**config.mk**
```make
export PLATFORM = sky130hd
export DESIGN_NAME = move_controller
export DESIGN_NICKNAME = d
export VERILOG_FILES = /design/src/rtl/move_controller.sv
export SDC_FILE = /design/constraint.sdc
export NUM_CORES = 1
export LEC_CHECK = 0
export BUFFER_PORTS_ARGS = -buffer_cell sky130_fd_sc_hd__buf_2
export CORE_ASPECT_RATIO = 0.6
export CORE_UTILIZATION = 50
export CTS_CLUSTER_SIZE = 24
export DETAILED_ROUTE_END_ITERATION = 8
export HOLD_SLACK_MARGIN = 0.02
export PLACE_DENSITY_LB_ADDON = 0.2
export RECOVER_POWER = 50
export SYNTH_ARGS = -nofsm -noshare
export SYNTH_HDL_FRONTEND = slang
export SYNTH_SLANG_ARGS = --single-unit
```
**constraint.sdc**
```tcl
create_clock -name clock -period 3.5 [get_ports clock]
set_input_delay 0.875 -clock clock [delete_from_list [all_inputs] [get_ports clock]]
set_output_delay 0.875 -clock clock [all_outputs]
set_load 0.02 [all_outputs]
```
**src/rtl/move_controller.sv**
```systemverilog
`default_nettype none
// ============================================================================
// move_controller : cursor entry, legality check and disc flipping for one move
// Option: MOVE_CURSOR_WRAP_EN wraps cursor moves modulo 8 (default saturates).
// Revision: 1.0
// ============================================================================
module move_controller (
   input  logic       clock,
   input  logic       reset,
   input  logic       new_move,
   input  logic       player,
   input  logic       key_up,
   input  logic       key_down,
   input  logic       key_left,
   input  logic       key_right,
   input  logic       key_place,
   output logic [2:0] cursor_x,
   output logic [2:0] cursor_y,
   output logic [5:0] board_addr,
   input  logic [1:0] board_rdata,
   output logic       board_we,
   output logic [1:0] board_wdata,
   output logic       ack,
   output logic       invalid,
   output logic       busy
);

   localparam logic [2:0] c_IDLE   = 3'd0;
   localparam logic [2:0] c_CHECK  = 3'd1;
   localparam logic [2:0] c_SCAN   = 3'd2;
   localparam logic [2:0] c_FLIP   = 3'd3;
   localparam logic [2:0] c_PLACE  = 3'd4;
   localparam logic [2:0] c_ACK    = 3'd5;
   localparam logic [2:0] c_REJECT = 3'd6;

   // Direction steps as 4-bit two's complement; bit 3 of a position flags off-board.
   function automatic logic [3:0] f_dx(input logic [2:0] d);
      case (d)
         3'd1, 3'd2, 3'd3: f_dx = 4'd1;
         3'd5, 3'd6, 3'd7: f_dx = 4'hF;
         default:          f_dx = 4'd0;
      endcase
   endfunction

   function automatic logic [3:0] f_dy(input logic [2:0] d);
      case (d)
         3'd0, 3'd1, 3'd7: f_dy = 4'hF;
         3'd3, 3'd4, 3'd5: f_dy = 4'd1;
         default:          f_dy = 4'd0;
      endcase
   endfunction

   logic [2:0] r_state, w_next;
   logic [4:0] r_key_q;
   logic [2:0] r_cx, r_cy;
   logic [1:0] r_own;
   logic [3:0] r_px, r_py;
   logic [2:0] r_dir, r_cnt;
   logic       r_phase, r_flag;

   logic [4:0] w_keys, w_rise;
   logic [2:0] w_dir_n, w_cx_inc, w_cx_dec, w_cy_inc, w_cy_dec;
   logic [3:0] w_dx, w_dy, w_dx_n, w_dy_n;
   logic [1:0] w_opp;
   logic       w_off, w_flag_now, w_adv, w_step, w_flip_go, w_scan_go;

   assign w_keys     = {key_place, key_up, key_down, key_left, key_right};
   assign w_rise     = w_keys & ~r_key_q;
   assign w_dir_n    = r_dir + 3'd1;
   assign w_dx       = f_dx(r_dir);
   assign w_dy       = f_dy(r_dir);
   assign w_dx_n     = f_dx(w_dir_n);
   assign w_dy_n     = f_dy(w_dir_n);
   assign w_opp      = {r_own[0], r_own[1]};
   assign w_off      = r_px[3] | r_py[3];
   assign w_flag_now = r_flag | (r_state == c_FLIP);

`ifdef MOVE_CURSOR_WRAP_EN
   assign w_cx_inc = r_cx + 3'd1;
   assign w_cx_dec = r_cx - 3'd1;
   assign w_cy_inc = r_cy + 3'd1;
   assign w_cy_dec = r_cy - 3'd1;
`else
   assign w_cx_inc = (r_cx == 3'd7) ? r_cx : r_cx + 3'd1;
   assign w_cx_dec = (r_cx == 3'd0) ? r_cx : r_cx - 3'd1;
   assign w_cy_inc = (r_cy == 3'd7) ? r_cy : r_cy + 3'd1;
   assign w_cy_dec = (r_cy == 3'd0) ? r_cy : r_cy - 3'd1;
`endif

   always_ff @(posedge clock) begin
      if (!reset) r_state <= c_IDLE;
      else        r_state <= w_next;
   end

   always_comb begin
      w_next    = r_state;
      w_adv     = 1'b0;
      w_step    = 1'b0;
      w_flip_go = 1'b0;
      w_scan_go = 1'b0;
      case (r_state)
         c_IDLE:   if (new_move && w_rise[4]) w_next = c_CHECK;
         c_CHECK:  if (r_phase) begin
                      if (board_rdata != 2'b00) w_next = c_REJECT;
                      else begin
                         w_next    = c_SCAN;
                         w_scan_go = 1'b1;
                      end
                   end
         c_SCAN:   if (!r_phase) begin
                      if (w_off) w_adv = 1'b1;
                   end else if (board_rdata == w_opp) begin
                      w_step = 1'b1;
                   end else if (board_rdata == r_own && r_cnt != 3'd0) begin
                      w_next    = c_FLIP;
                      w_flip_go = 1'b1;
                   end else begin
                      w_adv = 1'b1;
                   end
         c_FLIP:   if (r_cnt == 3'd1) w_adv = 1'b1;
         c_PLACE:  w_next = c_ACK;
         c_ACK:    if (!key_place) w_next = c_IDLE;
         c_REJECT: w_next = c_IDLE;
         default:  w_next = c_IDLE;
      endcase
      if (w_adv) begin
         if (r_dir != 3'd7)   w_next = c_SCAN;
         else if (w_flag_now) w_next = c_PLACE;
         else                 w_next = c_REJECT;
      end
   end

   always_comb begin
      busy        = (r_state != c_IDLE);
      ack         = (r_state == c_ACK);
      invalid     = (r_state == c_REJECT);
      board_we    = (r_state == c_FLIP) || (r_state == c_PLACE);
      board_wdata = r_own;
      board_addr  = {r_cy, r_cx};
      if (r_state == c_SCAN || r_state == c_FLIP) board_addr = {r_py[2:0], r_px[2:0]};
   end

   always_ff @(posedge clock) begin
      if (!reset) begin
         r_key_q <= 5'd0;
         r_cx    <= 3'd0;
         r_cy    <= 3'd0;
         r_own   <= 2'b00;
         r_px    <= 4'd0;
         r_py    <= 4'd0;
         r_dir   <= 3'd0;
         r_cnt   <= 3'd0;
         r_phase <= 1'b0;
         r_flag  <= 1'b0;
      end else begin
         r_key_q <= w_keys;
         case (r_state)
            c_IDLE: if (new_move) begin
               if (w_rise[4]) begin
                  r_own   <= player ? 2'b10 : 2'b01;
                  r_phase <= 1'b0;
               end
               else if (w_rise[3]) r_cy <= w_cy_dec;
               else if (w_rise[2]) r_cy <= w_cy_inc;
               else if (w_rise[1]) r_cx <= w_cx_dec;
               else if (w_rise[0]) r_cx <= w_cx_inc;
            end
            c_CHECK: begin
               r_phase <= ~r_phase;
               if (w_scan_go) begin
                  r_dir   <= 3'd0;
                  r_flag  <= 1'b0;
                  r_cnt   <= 3'd0;
                  r_phase <= 1'b0;
                  r_px    <= {1'b0, r_cx} + f_dx(3'd0);
                  r_py    <= {1'b0, r_cy} + f_dy(3'd0);
               end
            end
            c_SCAN: begin
               if (!r_phase && !w_off) r_phase <= 1'b1;
               if (w_step) begin
                  r_px    <= r_px + w_dx;
                  r_py    <= r_py + w_dy;
                  r_cnt   <= r_cnt + 3'd1;
                  r_phase <= 1'b0;
               end
               // Rewind to the nearest captured cell so flips go outward.
               if (w_flip_go) begin
                  r_px <= {1'b0, r_cx} + w_dx;
                  r_py <= {1'b0, r_cy} + w_dy;
               end
            end
            c_FLIP: begin
               r_px   <= r_px + w_dx;
               r_py   <= r_py + w_dy;
               r_cnt  <= r_cnt - 3'd1;
               r_flag <= 1'b1;
            end
            default: ;
         endcase
         if (w_adv) begin
            r_dir   <= w_dir_n;
            r_cnt   <= 3'd0;
            r_phase <= 1'b0;
            r_px    <= {1'b0, r_cx} + w_dx_n;
            r_py    <= {1'b0, r_cy} + w_dy_n;
         end
      end
   end

   assign cursor_x = r_cx;
   assign cursor_y = r_cy;

endmodule
`default_nettype wire

```
==> results of run 1 <==
stage by stage:
step	instances	worst slack [ns]	power (mW)	util
2_1_floorplan	341	0.748	1.06	-
3_3_place_gp	424	0.625	1.21	0.573
3_5_place_dp	424	0.484	1.22	0.573
4_1_cts	432	0.475	1.62	0.597
5_1_grt	432	0.210	1.75	0.594
6_report	432	0.457	1.62	0.594
synth_stat cells (all sizes together), types with 6 or more instances:
library cell,n
dfxtp,32
nand2b,6
or3,6
nand2,30
a21oi,33
clkbuf,9
inv,21
xnor2,16
nor2,24
fa,8
o21ai,19
and2,7
a21o,7
a211oi,8
ha,32
sequential cells by signal, summed over array words and instances (netlist names):
name / cells
r_state: 3
cursor_x: 3
r_py: 4
board_wdata: 2
r_px: 4
r_phase: 1
r_key_q: 5
r_cnt: 3
r_dir: 3
cursor_y: 3
r_flag: 1
per-layer routing:
metal / GRT usage / share of wire / vias to the layer above
li1: - / - / 1268
met1: 0.412 / 0.52 / 1218
met2: 0.388 / 0.40 / 104
met3: 0.0438 / 0.076 / 4
met4: 0.0651 / 0.0066 / 0
met5: 0 / 0 / -
report_power, final:
group	internal (mW)	leakage, nW	switching, mW
clock network	0.251	0.0645	0.147
registers	0.417	0.261	0.0839
logic	0.304	0.986	0.422
how the worst min path moves through the flow:
stage | from | to | slack (ns) | depth (start not counted)
floorplan | r_cnt[1] | r_cnt[1] | 0.45 | 2
CTS | r_cnt[1] | r_cnt[1] | 0.49 | 2
detailed placement | r_cnt[1] | r_cnt[1] | 0.47 | 2
global placement | r_cnt[1] | r_cnt[1] | 0.47 | 2
global route | r_cnt[1] | r_cnt[1] | 0.52 | 2
finish | r_cnt[1] | r_cnt[1] | 0.48 | 2
worst max-delay path, stage by stage (launching register included):
cell	delay (ns)
dfxtp_1	0.46
inv_1	0.13
ha_1	0.24
or3_1	0.40
nand2_1	0.14
inv_1	0.16
ha_1	0.36
and3_1	0.17
or3_1	0.38
a211oi_1	0.23
and3b_1	0.19
o21ai_1	0.11
cells in the final DEF, fill, tap and decap left out, drive strengths merged, types with 4 or more instances in the layout:
cell type	count
a211oi	8
a21o	7
a21oi	33
a31oi	5
and2	7
and3	4
buf	21
clkbuf	17
dfxtp	32
fa	8
ha	32
inv	21
mux2i	5
nand2	30
nand2b	6
nand3	5
nor2	24
nor3	5
o21ai	19
or3	6
xnor2	16
xor2	4
cell families after synthesis:
family,after synthesis,synth area share
multiplexers,7,0.0256
AO/OA/AOI/OAI,98,0.225
buffers and inverters,35,0.0538
AND/OR/NAND/NOR,108,0.202
flip-flops,32,0.226
XOR/XNOR,21,0.0697
adder cells (fa/ha/maj),40,0.198
layout make-up:
type / count / area (µm²)
timing repair buffer: 31 / 150
clock inverter: 1 / 30.0
clock buffer: 7 / 96.3
sequential: 32 / 641
fill: 515 / 2130
inverter: 21 / 78.8
multi-input combinational: 274 / 2040
tap: 66 / 82.6
==> impl_metrics.csv, run 1 <==
group,metric,value,unit
pwr,powerDensity,520,nW/µm²
worst_setup_path,endpoint,"r_px[3]",
layout,antennaDiodeCount,0,
status,status,"completed",
place,gp_congestion,0.860,
job,drv_cap,0,
sta,hold_violations,0,
synthesis,seq_area_frac_synth,0.226,
clocking,clockBufferDepth,2,
sta,tightest_slew,0.998,ns
worst_setup_path,r2r_cells,11,
clocking,cts_hold_buf,0,
clocking,cts_htree_levels,2,
clocking,cts.clk_slew.worst_paths,0.07,ns
sta,fin_skew,0.00345,ns
drt,ant_nets,0,
clocking,cts_sinks,32,
place,port_buffers,28,
floorplanning,coreArea,5260,µm²
sta,max_slew_margin,0.335,
worst_setup_path,cp-start-kind,"flip-flop",
layout,areaGrowthSynthToFinish,10.1,%
clocking,cts_root_buf,"clkbuf_8",
grt,grt_max_degree,21,
sta,fin_crit_sh,0.869,
grt,grt_use_total,0.267,
place,dpl.hpwl,5400,µm
layout,post-route-cell-area,3120,µm²
place,placed_cell_area,3010,µm²
worst_setup_path,cp-end-kind,"flip-flop",
floorplanning,ioPinCount,29,
worst_setup_path,crit_start,"r_dir[0]",
synthesis,synth-async-reset-ratio,0,
clocking,clk-insertion-delay-late,0.28,ns
layout,final_nets,416,
drt,dr_total_vias,2594,
synthesis,syn_inst,341,
sta,tns,0,ns
grt,grt_pass1_vias,2346,
synthesis,ys_ff_latch,32,
pwr,peakVddDrop,0.236,mV
drt,drc,0,
floorplanning,rows,20,
synthesis,syn-cell-area,2840,µm²
grt,globalRoute.totalOverflow,0,
drt,totalWireLength,7230,µm
floorplanning,dieWidth,99.3,µm
clocking,post-cts-setup-buffers,0,
worst_setup_path,crit_type,"flip-flop to flip-flop",
sta,max_freq,0.329,GHz
drt,viasPerCell,6.00,
clocking,cts_resized,0,
clocking,numCtsBuffers,5,
synthesis,yosysTopAreaCell,"dfxtp_1",
sta,rsz0062_at_grt,"no",
sta,min_period,3.04,ns
sta,setup_viol_count_final,0,
worst_setup_path,r2r-start,"r_dir[0]",
grt,antenna_found_initial,0,
floorplanning,die_h,60.4,µm
floorplanning,start_util,0.540,
floorplanning,die_area,5990,µm²
drt,drtIter0Drc,227,
synthesis,synth_ff_type,"dfxtp_1",
synthesis,synth_area_leaders,"dfxtp_1 23%, ha_1 14%, a21oi_1 5.8%, fa_1 5.6%, xnor2_1 4.9%",
clocking,cts_tree,"built",
layout,drive_gt1_frac,0.104,
worst_setup_path,worstPathArrival,3.26,ns
pwr,leakagePower,1.31,nW
synthesis,yosysTopAreaCellShare,0.226,
worst_setup_path,path_max_fanout,8,
sta,timing.hold.ws,0.482,ns
worst_setup_path,r2r_setup_slack,0.46,ns
sta,drv_slew,0,
min_path,min_path_type,"flip-flop to flip-flop",
worst_setup_path,cp_data_required_time,3.72,ns
synthesis,ys_types,58,
grt,grt_pass1_wl,12200,µm
drt,drtPass1Iterations,5,
worst_setup_path,timing.rr.end,"r_px[3]",
synthesis,synth-edff-count,0,
synthesis,avgSynthCellArea,8.32,µm²
synthesis,yosysWarnings,0,
synthesis,synth_nets,392,
drt,routedWlPerCell,16.7,µm
No activity file was read; power rests on OpenSTA's default activity.
==> inputs of run 2 (changes only) <==
--- a/config.mk
+++ b/config.mk
@@ -7,6 +7,7 @@
 export LEC_CHECK = 0
 export BUFFER_PORTS_ARGS = -buffer_cell sky130_fd_sc_hd__buf_2
 export CORE_ASPECT_RATIO = 0.6
+export CORE_MARGIN = 10
 export CORE_UTILIZATION = 50
 export CTS_CLUSTER_SIZE = 24
 export DETAILED_ROUTE_END_ITERATION = 8
==> impl_metrics.csv, run 2 (synthesis results as in run 1) <==
group,metric,value,unit
status,status,"completed",
layout,areaGrowthSynthToFinish,10.3,%
pwr,powerDensity,513,nW/µm²
clocking,cts_root_buf,"clkbuf_8",
grt,grt_use_total,0.171,
clocking,cts_sinks,32,
pwr,peakVddDrop,0.231,mV
sta,hold_violations,0,
pwr,comb_power_share,0.460,
floorplanning,die_area,9190,µm²
worst_setup_path,path_max_fanout,8,
layout,final_common_cell,"a21oi_1",
min_path,min_path_type,"flip-flop to flip-flop",
floorplanning,rows,21,
layout,antennaDiodeCount,0,
sta,fin_skew,0.00622,ns
drt,viasPerCell,5.79,
sta,max_slew_margin,0.425,
sta,tns,0,ns
pwr,p_total,1.61,mW
clocking,cts_resized,0,
drt,drtPass1Iterations,5,
pwr,netSwitchingFraction,0.416,
worst_setup_path,r2r-start,"r_dir[0]",
layout,final_nets,417,
drt,routedWlPerCell,16.8,µm
layout,fill_cells,505,
place,dpl.hpwl,5670,µm
pwr,power_switching,668,µW
pwr,pwr-share-clk,0.224,
grt,grt_pass1_vias,2476,
job,drv_cap,0,
grt,grt_max_degree,21,
sta,setup_viol_count_final,0,
place,gp_congestion,0.881,
clocking,clk-insertion-delay-late,0.29,ns
clocking,cts_tree,"built",
place,placed_cells,439,
drt,totalWireLength,7530,µm
place,placed_cell_area,3030,µm²
drt,drc,0,
floorplanning,dieWidth,117,µm
grt,grt_pass1_wl,12700,µm
clocking,clockBufferDepth,2,
clocking,numCtsBuffers,5,
min_path,hold_end,"r_cnt[1]",
grt,antenna_found_initial,0,
sta,rsz0062_at_grt,"no",
worst_setup_path,worstPathArrival,3.26,ns
floorplanning,ioPinCount,29,
floorplanning,die_h,78.4,µm
drt,drtIter0Drc,234,
worst_setup_path,cp-end-kind,"flip-flop",
layout,drive_gt1_frac,0.106,
worst_setup_path,r2r_setup_slack,0.47,ns
layout,post-route-cell-area,3130,µm²
sta,min_period,3.03,ns
drt,dr_total_vias,2588,
worst_setup_path,r2r_cells,11,
clocking,post-cts-setup-buffers,0,
pwr,leakagePower,1.31,nW
worst_setup_path,cp-start-kind,"flip-flop",
layout,fin_cells,447,
sta,fin_crit_sh,0.866,
min_path,hp-start,"r_cnt[1]",
layout,final_cell_mix,"33 x a21oi_1, 32 x ha_1, 32 x dfxtp_1",
min_path,worstHoldPathCells,2,
worst_setup_path,timing.rr.end,"r_px[3]",
sta,tightest_slew,0.863,ns
sta,drv_slew,0,
clocking,cts_htree_levels,2,
pwr,power.share.sequential,0.316,
place,port_buffers,28,
sta,max_freq,0.330,GHz
layout,largest_register,"r_key_q",
layout,largestRegisters,"r_key_q x5, r_px x4, r_py x4",
worst_setup_path,crit_type,"flip-flop to flip-flop",
clocking,cts.clk_slew.worst_paths,0.07,ns
floorplanning,start_util,0.512,
floorplanning,coreArea,5540,µm²
sta,timing.hold.ws,0.506,ns
grt,globalRoute.totalOverflow,0,
layout,largest_reg_flops,5,
drt,ant_nets,0,
clocking,cts_hold_buf,0,
pwr,internal_power,939,µW
worst_setup_path,cp_data_required_time,3.73,ns
run 2: cell count changes in the layout (fill, tap and decap cells not counted):
cell and delta:
and2_0 -1, and2_1 +1, buf_2 +1, buf_4 +1
clkbuf_8 -2, clkinv_2 +1
run 2: per-layer routing:
metal | vias up | wire [µm] | GRT usage
met5 | - | 0 | 0
met4 | 0 | 44 | 0.0369
met1 | 1187 | 3780 | 0.257
met3 | 5 | 609 | 0.0349
li1 | 1276 | - | -
met2 | 120 | 3090 | 0.240
run 2: area by class of cell:
cell class / count / area, µm² / area share
clock buffer: 6 / 72.6 / 0.0232
timing repair buffer: 32 / 159 / 0.0508
clock inverter: 2 / 35.0 / 0.0112
tap: 80 / 100 / 0.0320
inverter: 21 / 78.8 / 0.0252
multi-input combinational: 274 / 2040 / 0.653
sequential: 32 / 641 / 0.205
run 2: per-stage QoR:
step,util,setup slack (ns)
5_1_grt,0.565,0.267
2_1_floorplan,-,0.748
3_3_place_gp,0.547,0.597
6_report,0.565,0.468
4_1_cts,0.567,0.478
3_5_place_dp,0.547,0.495
run 2: critical path, stage by stage (launching register included):
cell,delay [ns]
dfxtp_1,0.46
inv_1,0.13
ha_1,0.25
or3_1,0.41
nand2_1,0.14
inv_1,0.16
ha_1,0.36
and3_1,0.17
or3_1,0.36
a211oi_1,0.23
and3b_1,0.19
o21ai_1,0.12
run 2: worst max-delay path by stage:
stage / startpoint / to / slack (ns) / depth (start not counted)
after floorplan: r_dir[0] / r_px[3] / 0.75 / 11
after detailed placement: r_dir[0] / r_px[3] / 0.49 / 11
after global routing: r_dir[0] / r_px[3] / 0.27 / 11
final: r_dir[0] / r_px[3] / 0.47 / 11
after global placement: r_dir[0] / r_px[3] / 0.60 / 11
after CTS: r_dir[0] / r_px[3] / 0.48 / 11
run 2: power by group through the flow:
stage	clock [mW]	sequential [mW]	combinational, mW
6_report	0.360	0.508	0.740
5_1_grt	0.380	0.517	0.832
4_1_cts	0.362	0.504	0.734
3_5_place_dp	0	0.512	0.730
3_3_place_gp	0	0.514	0.722
2_1_floorplan	0	0.477	0.580
==> inputs of run 3 (changes only) <==
--- a/config.mk
+++ b/config.mk
@@ -6,7 +6,7 @@
 export NUM_CORES = 1
 export LEC_CHECK = 0
 export BUFFER_PORTS_ARGS = -buffer_cell sky130_fd_sc_hd__buf_2
-export CORE_ASPECT_RATIO = 0.6
+export CORE_ASPECT_RATIO = 1.25
 export CORE_MARGIN = 10
 export CORE_UTILIZATION = 50
 export CTS_CLUSTER_SIZE = 24
==> impl_metrics.csv, run 3 (synthesis results as in run 1) <==
group,metric,value,unit
drt,viasPerCell,5.84,
place,dpl.hpwl,5250,µm
worst_setup_path,path_max_fanout,8,
pwr,leakagePower,1.31,nW
layout,drive_gt1_frac,0.101,
status,status,"completed",
floorplanning,die_area,9110,µm²
worst_setup_path,crit_type,"flip-flop to flip-flop",
sta,tns,0,ns
layout,fill_cells,535,
grt,grt_pass1_wl,11600,µm
floorplanning,dieWidth,87.4,µm
pwr,powerDensity,503,nW/µm²
floorplanning,coreArea,5480,µm²
drt,drtIter0Drc,143,
place,port_buffers,28,
layout,largestRegisters,"r_key_q x5, r_px x4, r_py x4",
grt,grt_use_total,0.155,
place,placed_cell_area,3010,µm²
min_path,min_path_type,"flip-flop to flip-flop",
sta,rsz0062_at_grt,"no",
clocking,clockBufferDepth,2,
drt,wl_met1,3110,µm
clocking,post-cts-setup-buffers,0,
grt,globalRoute.totalOverflow,0,
sta,tightest_slew,0.899,ns
grt,antenna_found_initial,0,
layout,largest_register,"r_key_q",
sta,max_freq,0.325,GHz
sta,setup_viol_count_final,0,
sta,min_period,3.08,ns
floorplanning,die_h,104,µm
clocking,cts_htree_levels,2,
clocking,cts_root_buf,"clkbuf_8",
drt,highest_layer,"met4",
sta,timing.hold.ws,0.483,ns
clocking,cts_tree,"built",
pwr,peakVddDrop,0.326,mV
job,drv_cap,0,
drt,drtPass1Iterations,5,
drt,ant_nets,0,
sta,max_slew_margin,0.400,
clocking,cts.clk_slew.worst_paths,0.07,ns
floorplanning,rows,30,
sta,fin_skew,0.00581,ns
sta,hold_violations,0,
layout,final_util,0.565,
sta,fin_crit_sh,0.880,
drt,wl_met3,449,µm
worst_setup_path,worstPathArrival,3.31,ns
drt,dr_total_vias,2510,
floorplanning,start_util,0.518,
clocking,cts_resized,0,
worst_setup_path,cp_data_required_time,3.73,ns
layout,final_nets,417,
clocking,cts_hold_buf,0,
layout,areaGrowthSynthToFinish,9.13,%
worst_setup_path,cp-end-kind,"flip-flop",
layout,largest_reg_flops,5,
drt,totalWireLength,7040,µm
layout,antennaDiodeCount,0,
layout,final_cell_mix,"33 x a21oi_1, 32 x ha_1, 32 x dfxtp_1",
sta,drv_slew,0,
layout,final_common_cell,"a21oi_1",
floorplanning,ioPinCount,29,
clocking,clk-insertion-delay-late,0.30,ns
place,gp_congestion,0.842,
clocking,numCtsBuffers,5,
grt,grt_max_degree,21,
clocking,cts_sinks,32,
drt,drc,0,
worst_setup_path,cp-start-kind,"flip-flop",
drt,routedWlPerCell,16.4,µm
grt,grt_pass1_vias,2407,
drt,wl_met2,3390,µm
layout,post-route-cell-area,3100,µm²
==> run 3: metal layers <==
| metal | up-vias | global-route usage |
|---|---|---|
| li1 | 1265 | - |
| met1 | 1166 | 0.199 |
| met2 | 71 | 0.247 |
| met3 | 8 | 0.0321 |
| met4 | 0 | 0.0502 |
| met5 | - | 0 |
==> run 3: stage by stage <==
| stage | cells | power (mW) | setup WS, ns |
|---|---|---|---|
| floorplan | 341 | 1.06 | 0.748 |
| global placement | 423 | 1.22 | 0.612 |
| detailed placement | 423 | 1.24 | 0.508 |
| CTS | 430 | 1.56 | 0.433 |
| global route | 430 | 1.68 | 0.262 |
| finish | 430 | 1.56 | 0.421 |
==> run 3: where the power goes <==
group,switching (mW),internal [mW]
registers,0.0870,0.417
clock network,0.149,0.175
logic,0.415,0.314
==> run 3: cell type report <==
type	instances	area (µm²)	area share
timing repair buffer	32	158	0.0509
tap	64	80.1	0.0259
sequential	32	641	0.207
inverter	21	78.8	0.0255
multi-input combinational	274	2040	0.660
clock buffer	7	96.3	0.0311
==> run 3: final timing paths <==
path / slack, ns / end / startpoint / cells past startpoint
worst max register to register: 0.42 / r_px[3] / r_dir[0] / 11
worst min-delay path: 0.48 / r_cnt[1] / r_cnt[1] / 2
worst min register to register: 0.48 / r_cnt[1] / r_cnt[1] / 2
worst max-delay path: 0.42 / r_px[3] / r_dir[0] / 11
==> run 3: worst max-delay path: stages (launching register included) <==
cell	delay, ns
dfxtp_1	0.46
inv_1	0.13
ha_1	0.24
or3_1	0.42
nand2_1	0.14
inv_1	0.16
ha_1	0.36
and3_1	0.18
or3_1	0.38
a211oi_1	0.23
and3b_1	0.20
o21ai_1	0.11
